File: src/rtl/pc_sched.sv
// Next-PC scheduler and fetch-stall controller for the 5-stage MIPS pipeline.
// Optional feature: define PC_ALIGN_CHK_EN to replace bad redirect targets with EXC_VEC.
module pc_sched #(
    parameter logic [31:0] RESET_PC = 32'h0000_3000,
    parameter int unsigned MULT_LAT = 5,
    parameter int unsigned DIV_LAT  = 10
`ifdef PC_ALIGN_CHK_EN
    ,
    parameter logic [31:0] EXC_VEC  = 32'h0000_4180
`endif
) (
    input  logic        clk,
    input  logic        reset,
    input  logic [31:0] f_pc,
    input  logic        hz_stall,
    input  logic        d_redir_vld,
    input  logic [31:0] d_redir_tgt,
    input  logic        d_is_md,
    input  logic        e_md_start,
    input  logic        e_md_is_div,
    output logic [31:0] npc,
    output logic        pc_stop,
    output logic        fd_stall,
    output logic        de_flush,
    output logic        md_busy,
    output logic        redir_pend,
    output logic        exc_addr_err
);

    localparam int unsigned CNT_W = 4;

    typedef enum logic [1:0] {
        RUN   = 2'd0,
        HOLD  = 2'd1,
        HPEND = 2'd2
    } state_t;

    state_t           state;
    logic [CNT_W-1:0] cnt;
    logic [31:0]      pend_tgt;

    logic        stall;
    logic        use_redir;
    logic [31:0] redir_src;
    logic [31:0] redir_fix;

    // Busy/stall terms; reset forces every flag low.
    always_comb begin
        md_busy = !reset && (e_md_start || (cnt != CNT_W'(0)));
        stall   = !reset && (hz_stall || (d_is_md && md_busy));
    end

    assign pc_stop    = stall;
    assign fd_stall   = stall;
    assign de_flush   = stall;
    assign redir_pend = !reset && (state == HPEND);

    // A fresh D-stage redirect outranks the held one.
    assign redir_src = d_redir_vld ? d_redir_tgt : pend_tgt;
    assign use_redir = !stall && (d_redir_vld || (state == HPEND));

`ifdef PC_ALIGN_CHK_EN
    logic bad_tgt;
    assign bad_tgt      = (redir_src[1:0] != 2'b00) || (redir_src < RESET_PC);
    assign redir_fix    = bad_tgt ? EXC_VEC : redir_src;
    assign exc_addr_err = !reset && use_redir && bad_tgt;
`else
    assign redir_fix    = redir_src;
    assign exc_addr_err = 1'b0;
`endif

    always_comb begin
        npc = f_pc + 32'd4;
        if (reset)
            npc = RESET_PC;
        else if (stall)
            npc = f_pc;
        else if (use_redir)
            npc = redir_fix;
    end

    // MDU busy counter plus the redirect-hold FSM.
    always_ff @(posedge clk) begin
        if (reset) begin
            state    <= RUN;
            cnt      <= '0;
            pend_tgt <= '0;
        end else begin
            if (e_md_start)
                cnt <= e_md_is_div ? CNT_W'(DIV_LAT) : CNT_W'(MULT_LAT);
            else if (cnt != CNT_W'(0))
                cnt <= cnt - CNT_W'(1);

            case (state)
                RUN: begin
                    if (stall) begin
                        state <= d_redir_vld ? HPEND : HOLD;
                        if (d_redir_vld)
                            pend_tgt <= d_redir_tgt;
                    end
                end
                HOLD: begin
                    if (!stall) begin
                        state <= RUN;
                    end else if (d_redir_vld) begin
                        state    <= HPEND;
                        pend_tgt <= d_redir_tgt;
                    end
                end
                HPEND: begin
                    if (!stall)
                        state <= RUN;
                    else if (d_redir_vld)
                        pend_tgt <= d_redir_tgt;
                end
                default: state <= RUN;
            endcase
        end
    end

endmodule

File: config.mk
export PLATFORM = sky130hd
export DESIGN_NAME = pc_sched
export DESIGN_NICKNAME = d
export VERILOG_FILES = /design/src/rtl/pc_sched.sv
export SDC_FILE = /design/constraint.sdc
export NUM_CORES = 1
export LEC_CHECK = 0
export CAP_MARGIN = 25
export CORE_AREA = 2 2 108 110
export CTS_CLUSTER_SIZE = 14
export DETAILED_ROUTE_END_ITERATION = 12
export DIE_AREA = 0 0 110 112
export GPL_TIMING_DRIVEN = 0
export PLACE_DENSITY = 0.67
export SETUP_SLACK_MARGIN = 0.15
export SYNTH_ARGS = -nofsm -noshare
export SYNTH_HDL_FRONTEND = slang
export SYNTH_SLANG_ARGS = --single-unit
File: constraint.sdc
create_clock -name clk -period 2.32 [get_ports clk]
set_input_delay 0.348 -clock clk [delete_from_list [all_inputs] [get_ports clk]]
set_output_delay 0.348 -clock clk [all_outputs]
set_load 0.01 [all_outputs]
==> results of run 1 <==
## worst reg2reg max path, delay by kind of cell (launching register included)
kind	cells	cell delay (ns)
AOI/OAI and AO/OA	2	0.28
adders and majority gates	1	0.13
buffers and inverters	4	0.45
DFF	1	0.32
and+or+nand+nor	3	0.78
## registers in the layout, indices dropped and copies added (netlist names)
register	count
pend_tgt	32
cnt	4
state	2
## routing by layer
metal / vias up / global-route usage, % / part of all wire (%)
met5: - / 0 / 0
met4: 0 / 8.10 / 2.3
met3: 27 / 3.22 / 7.6
met2: 189 / 37.0 / 48
met1: 1951 / 28.8 / 42
li1: 1953 / - / -
## cells in the final DEF, fill, tap and decap left out, types with 9 or more instances in the layout
cell type and n:
nand4_1 9, a21oi_1 20, buf_6 31, nor2_1 30, o21ai_1 13, buf_4 33
nand2b_1 28, o21ai_2 28, clkdlybuf4s50_1 48, buf_2 32, nand2_1 47, clkbuf_2 17
dfxtp_1 36, o21ai_0 9, mux2i_1 14, nor3_1 13, nand3_1 13
## repair_timing
action                     CTS  global route
setup endpoints to repair   67            35
cloned                       2             0
pin swaps                   37            19
resized for setup          266            56
buffers inserted            40             8
## logic make-up (layout without fill, tap and decap cells)
kind of cell	after synthesis	count (layout)
AOI/OAI and AO/OA	140	140
xor gates and xnor gates	5	5
adders and majority gates	3	3
buffers and inverters	46	206
DFF	38	38
muxes	19	19
other	1	1
and+or+nand+nor	194	194
## area by class of cell
class                   instances  area (sq um)
multi-input cells             362          2830
well taps                     143           179
inverters                       8          35.0
plain buffers                  38           322
flip-flops and latches         38           763
repair buffers                152          1320
fillers                      1032          5520
clock buffers                   6           139
clock inverters                 2          60.1
## worst min-delay path by stage
stage                       startpoint            to  slack [ns]
final                       e_md_start        cnt[3]        0.30
after global routing        e_md_start        cnt[3]        0.31
after CTS                   e_md_start        cnt[3]        0.30
after detailed placement  pend_tgt[28]  pend_tgt[28]        0.46
after global placement    pend_tgt[28]  pend_tgt[28]        0.45
after floorplan           pend_tgt[28]  pend_tgt[28]        0.44
## stage by stage
step | hold slack [ns] | power, mW
2_1_floorplan | 0.442 | 1.26
3_3_place_gp | 0.452 | 1.64
3_5_place_dp | 0.461 | 1.65
4_1_cts | 0.297 | 2.72
5_1_grt | 0.312 | 2.90
6_report | 0.302 | 2.79
## power by group through the flow
stage	Sequential, mW	Clock [mW]	Combinational (mW)
after detailed placement	0.775	0	0.880
final	0.764	0.912	1.11
after floorplan	0.764	0	0.497
after CTS	0.762	0.924	1.03
after global routing	0.771	0.953	1.18
after global placement	0.770	0	0.871
==> impl_results.md, run 1 <==
* Worst path bufs/invs at 4
* Final worst setup slack at -0.450 ns
* DRT Wirelength at 13.8 mm
* Clock Latency Late Sink at 0.28 ns
* Row count at 39
* Avg Cell Area, Syn at around 7.4 sq um
* Reg power frac at 27.4%
* Most frequent cells after synthesis: 51 x nand2_1, 39 x nor2_1, 38 x dfxtp_1, 31 x a21oi_1, 29 x nand2b_1
* Synthesis Warnings at 0
* CP Launch Point: cnt[0]
* FF-to-FF setup slack at 0.25 ns
* Seq cells post-synth at 38
* CTS tree: yes
* Num CTS Buffers at 5
* CP Depth at 10
* Crit-path cells: inv_2 -> ha_4 -> or4b_4 -> a21oi_4 -> buf_6 -> buf_6 -> nor2_2 -> a211o_1 -> a31oi_1 -> buf_2
* H-tree depth at 2
* Vias at 4,120
* Top-count cell post-synth: nand2_1
* Failing checks: negative setup slack
* Max FO, Critical Path at 4
* Global-route wire length before repair at 21.4 mm
* Layout Nets at roughly 680
* Initial Utilization at between 20% and 30%
* Final setup vio count at 34
* Power share of the combinational group at 39.9%
* Count of cell types in the netlist at 65
* Lkg Pwr at 2.28 nW
* Area fraction of the dominant cell type after synthesis at 23.0%
* Number of flops mapped to enable cells by yosys at 0
* Fin cells at about 750
* Slowest stage delay, CP at between 0.5 and 0.6 ns
* Syn Nets at 520
* Detail-routed net length per standard cell at ~18 um
* Core area at between 10,000 and 15,000 sq um
* CP max stage cell: or4b_4
* Ys async rst share at 0%
* Pwr Density at between 400 and 500 nW/um^2
* Vias in the first global route at 4,014
* Clock power frac at between 30% and 40%
* Hold Fails Final Rpt at 0
* Syn Std Cell Area at ~3300 sq um
* Initial antenna violation count at 0
* Grt total ovfl at 0
* Synth Instances at 446
* Mux contribution to synthesized area at 5.94%
* Hold/Removal Path Class: input port to flop
* Die X at 110 um
* Adder-cell share of the synthesized area at 1.14%
* HPWL Detailed at 9.88 mm
* Synth Area in Compound Gates at 29.8%
* Sequential area share after synthesis at 23.0%
* Fin crit period at 2.77 ns
* Drt drc at 0
* XOR/XNOR share of the synthesized area at 1.32%
* R2R Path Start: cnt[0]
* Root Buffer: clkbuf_16
* Global Route Usage Sum at 22.2%
* CTS Buffer Depth at 2
* Net Switching at 884 uW
* Post-synth top area cell: dfxtp_1
* Hold depth at 2
* Kind of end point of the critical path: output pin
* Largest net degree at the start of global routing at 13
* Max cap viols at 0
* Worst slew margin at 52.6%
* CTS Hold Bufs at 0
* Post-route ant nets at 0
* Achievable Freq at 0.361 GHz
* ANT cells at 0
* IO buf count at 102
* Synth Area in Simple Gates at 31.1%
* Sw Share at about a third
* CP arrival at 2.42 ns
* Internal Power at 1.90 mW
* Placed insts at 691
* Worst vdd ir at 385 uV
* Critical path's top delay family: compound AO/OA/AOI/OAI gates
* Die H at about 110 um
* Main synth FF type: dfxtp_1
* Worst setup SP type: flop
* Drt first pass iters at 5
* Worst-Margin Slew at between 0.7 and 0.8 ns
* Critical path's most frequent cell: buf_6
* Worst EP required at slightly below 2 ns
* Setup crit end: npc[31]
* Status: complete, but fails checks
* Share of cells above drive strength 1 at 40.4%
* I/O Pins at 109
* Fin. max-slew vios at 0
* Layout Utilization at 50.6%
* Top cells by area, synth: dfxtp_1 23%, o21ai_2 6.4%, nand2_1 5.8%, nand2b_1 5.5%, a21oi_1 4.7%
* R2r worst-path depth at 10
* Main combinational cell family by area after synthesis: simple AND/OR/NAND/NOR gates
* R2R Path End: pend_tgt[11]
* Area added between synthesis and finish at 71.0%
* Critical path class: flop to output pin
* Period utilisation layout at 119%
* Placed inst area at roughly 4700 sq um
* Setup tns final at -10.42 ns
* Die Area at 12,300 sq um
* Reg clk slew, reported paths at ~0.06 ns
* Vias per cell at 5.50
* RSZ-0062 raised after global routing: true
* Place WS at -1.18 ns
* Clk sinks at 38
* Placer Congestion at approximately 0.94
* Starting DRT DRC Count at 249
* Final worst clock skew at 0.00653 ns
* Design Area, Final at around 5700 sq um
Power figures use the tool's default switching activity.
==> inputs of run 2 (changes only) <==
--- a/config.mk
+++ b/config.mk
@@ -7,12 +7,12 @@
 export LEC_CHECK = 0
 export CAP_MARGIN = 25
 export CORE_AREA = 2 2 108 110
-export CTS_CLUSTER_SIZE = 14
 export DETAILED_ROUTE_END_ITERATION = 12
 export DIE_AREA = 0 0 110 112
 export GPL_TIMING_DRIVEN = 0
 export PLACE_DENSITY = 0.67
 export SETUP_SLACK_MARGIN = 0.15
+export SLEW_MARGIN = 20
 export SYNTH_ARGS = -nofsm -noshare
 export SYNTH_HDL_FRONTEND = slang
 export SYNTH_SLANG_ARGS = --single-unit
==> results of run 2 <==
No change in the layout: final DEF, timing and power equal those of run 1.
==> inputs of run 3 (changes only) <==
--- a/config.mk
+++ b/config.mk
@@ -12,6 +12,7 @@
 export GPL_TIMING_DRIVEN = 0
 export PLACE_DENSITY = 0.67
 export SETUP_SLACK_MARGIN = 0.15
+export SKIP_LAST_GASP = 1
 export SLEW_MARGIN = 20
 export SYNTH_ARGS = -nofsm -noshare
 export SYNTH_HDL_FRONTEND = slang
==> constraint.sdc (replaced) <==
create_clock -name clk -period 2.45 [get_ports clk]
set_input_delay 0.3675 -clock clk [delete_from_list [all_inputs] [get_ports clk]]
set_output_delay 0.3675 -clock clk [all_outputs]
set_load 0.01 [all_outputs]
==> run 3 against run 2 <==
The flow still finishes with violations (negative setup slack). Cell area is 2.8% higher. Global-route usage is 0.72 points higher. First-iteration DRC count is 48% higher. Clock power is 18% lower. Largest cell class unchanged. Highest routed layer unchanged.
==> impl_results.md, run 3 (synthesized netlist as in run 1, its figures left out) <==
* Status: complete, but fails checks
* Failing checks: negative setup slack
* Worst setup SP type: flop
* Num CTS Buffers at 5
* Final worst clock skew at 0.00751 ns
* Worst EP required at 2.08 ns
* Setup tns final at -6.51 ns
* Final setup vio count at 32
* H-tree depth at 2
* Hold Fails Final Rpt at 0
* Row count at 39
* Global Route Usage Sum at 22.9%
* Placed insts at 691
* Share of cells above drive strength 1 at around 45%
* Detail-routed net length per standard cell at approximately 20 um
* Hold/Removal Path Class: input port to flop
* Achievable Freq at 0.362 GHz
* Pwr Density at approximately 440 nW/um^2
* Reg with most FFs: pend_tgt
* Vias at 4,323
* Lkg Pwr at 2.31 nW
* Max FO, Critical Path at 3
* Drt drc at 0
* Worst-Margin Slew at 0.875 ns
* Most frequent cells in the layout: 47 x clkdlybuf4s50_1, 39 x buf_2, 38 x buf_4
* FF+latch area at 763 sq um
* Vias per cell at about 5.7
* Period utilisation layout at 113%
* Initial Utilization at 29.6%
* Place WS at -1.19 ns
* Starting DRT DRC Count at 369
* Root Buffer: clkbuf_16
* CTS Hold Bufs at 0
* Clk sinks at 38
* Fin. max-slew vios at 0
* HPWL Detailed at ~9.9 mm
* IO buf count at 102
* Largest net degree at the start of global routing at 13
* Post-route ant nets at 0
* Number of flip-flops under the largest register name at 32
* CTS Buffer Depth at 2
* DRT Wirelength at 15.2 mm
* Critical path class: flop to output pin
* Worst slew margin at approximately two fifths
* CP arrival at 2.40 ns
* I/O Pins at 109
* Multi-input gate area at around 2900 sq um
* CTS tree: yes
* ANT cells at 0
* Top flop regs: pend_tgt x32, cnt x4, state x2
* Vias in the first global route at 4,118
* Die H at 112 um
* Final worst setup slack at -0.313 ns
* Fin crit period at 2.76 ns
* Kind of end point of the critical path: output pin
* Reg clk slew, reported paths at 0.06 ns
* Most common cell after layout, fill and taps aside: clkdlybuf4s50_1
* Drt first pass iters at 5
* Worst vdd ir at around 280 uV
* Placer Congestion at 0.972
* FILL cells at approximately 1,000
* Initial antenna violation count at 1
* RSZ-0062 raised after global routing: true
* Die X at 110 um
* Clock Latency Late Sink at 0.29 ns
* Grt total ovfl at 0
* Area added between synthesis and finish at 75.9%
* Core area at 11,200 sq um
* Global-route wire length before repair at about 22 mm
* Fin cells at 760
* Layout Nets at 690
* Max cap viols at 0
* Die Area at 12,300 sq um
==> run 3: changes by cell type in the layout (fill, tap and decap cells not counted), sizes merged, moves of 2 or more <==
cell	change
buf	+11
clkbuf	-8
clkinv	+2
dlygate4sd2	+6
==> run 3: worst max-delay path, stage by stage, from the launching register on <==
cell	delay (ns)
dfxtp_2	0.33
inv_2	0.07
ha_4	0.12
or4b_4	0.50
a21oi_4	0.22
buf_6	0.12
buf_6	0.11
nor2_2	0.04
a211o_1	0.27
a31oi_4	0.17
buf_2	0.15
==> run 3: path summary, 6_finish.rpt <==
path	from	endpoint	slack (ns)	cells past startpoint
hold / removal	e_md_start	cnt[3]	0.31	2
setup reg to reg	cnt[0]	pend_tgt[21]	0.14	12
setup / recovery	cnt[0]	npc[31]	-0.31	10
hold reg to reg	pend_tgt[28]	pend_tgt[28]	0.47	2
==> run 3: per-layer routing <==
metal  GRT usage [%]  vias to the layer above  part of all wire (%)
li1                -                     1975                     -
met1            28.7                     2066                    40
met2            37.5                      234                    49
met3            4.68                       48                   7.8
met4            10.1                        0                   3.8
met5               0                        -                     0
==> run 3: layout make-up <==
type,instances,area share (%)
Buffer,38,6.09
Timing Repair inverter,1,0.151
Inverter,8,0.603
Sequential cell,38,13.1
Clock buffer,5,2.15
Timing Repair Buffer,162,24.7
Clock inverter,3,0.689
Tap cell,143,3.08
Multi-Input combinational cell,362,49.4
==> run 3: stage by stage <==
step / area [sq um] / hold slack, ns / utilization (%) / power [mW]
2_1_floorplan: 3330 / 0.442 / - / 1.16
3_3_place_gp: 4530 / 0.451 / 40.5 / 1.52
3_5_place_dp: 4530 / 0.465 / 40.5 / 1.53
4_1_cts: 5370 / 0.309 / 48.0 / 2.42
5_1_grt: 5810 / 0.325 / 52.0 / 2.67
6_report: 5810 / 0.307 / 52.0 / 2.58
==> run 3: power by group <==
part,internal [mW],switching (mW)
registers,0.681,0.0453
logic,0.535,0.574
clock network,0.477,0.270
total,1.69,0.889
==> run 3: repair_timing <==
item / CTS / global route
buffers inserted: 45 / 9
pin swaps: 40 / 27
gates resized for setup: 281 / 94
endpoints found under the setup margin: 37 / 66
gates cloned: 3 / 4
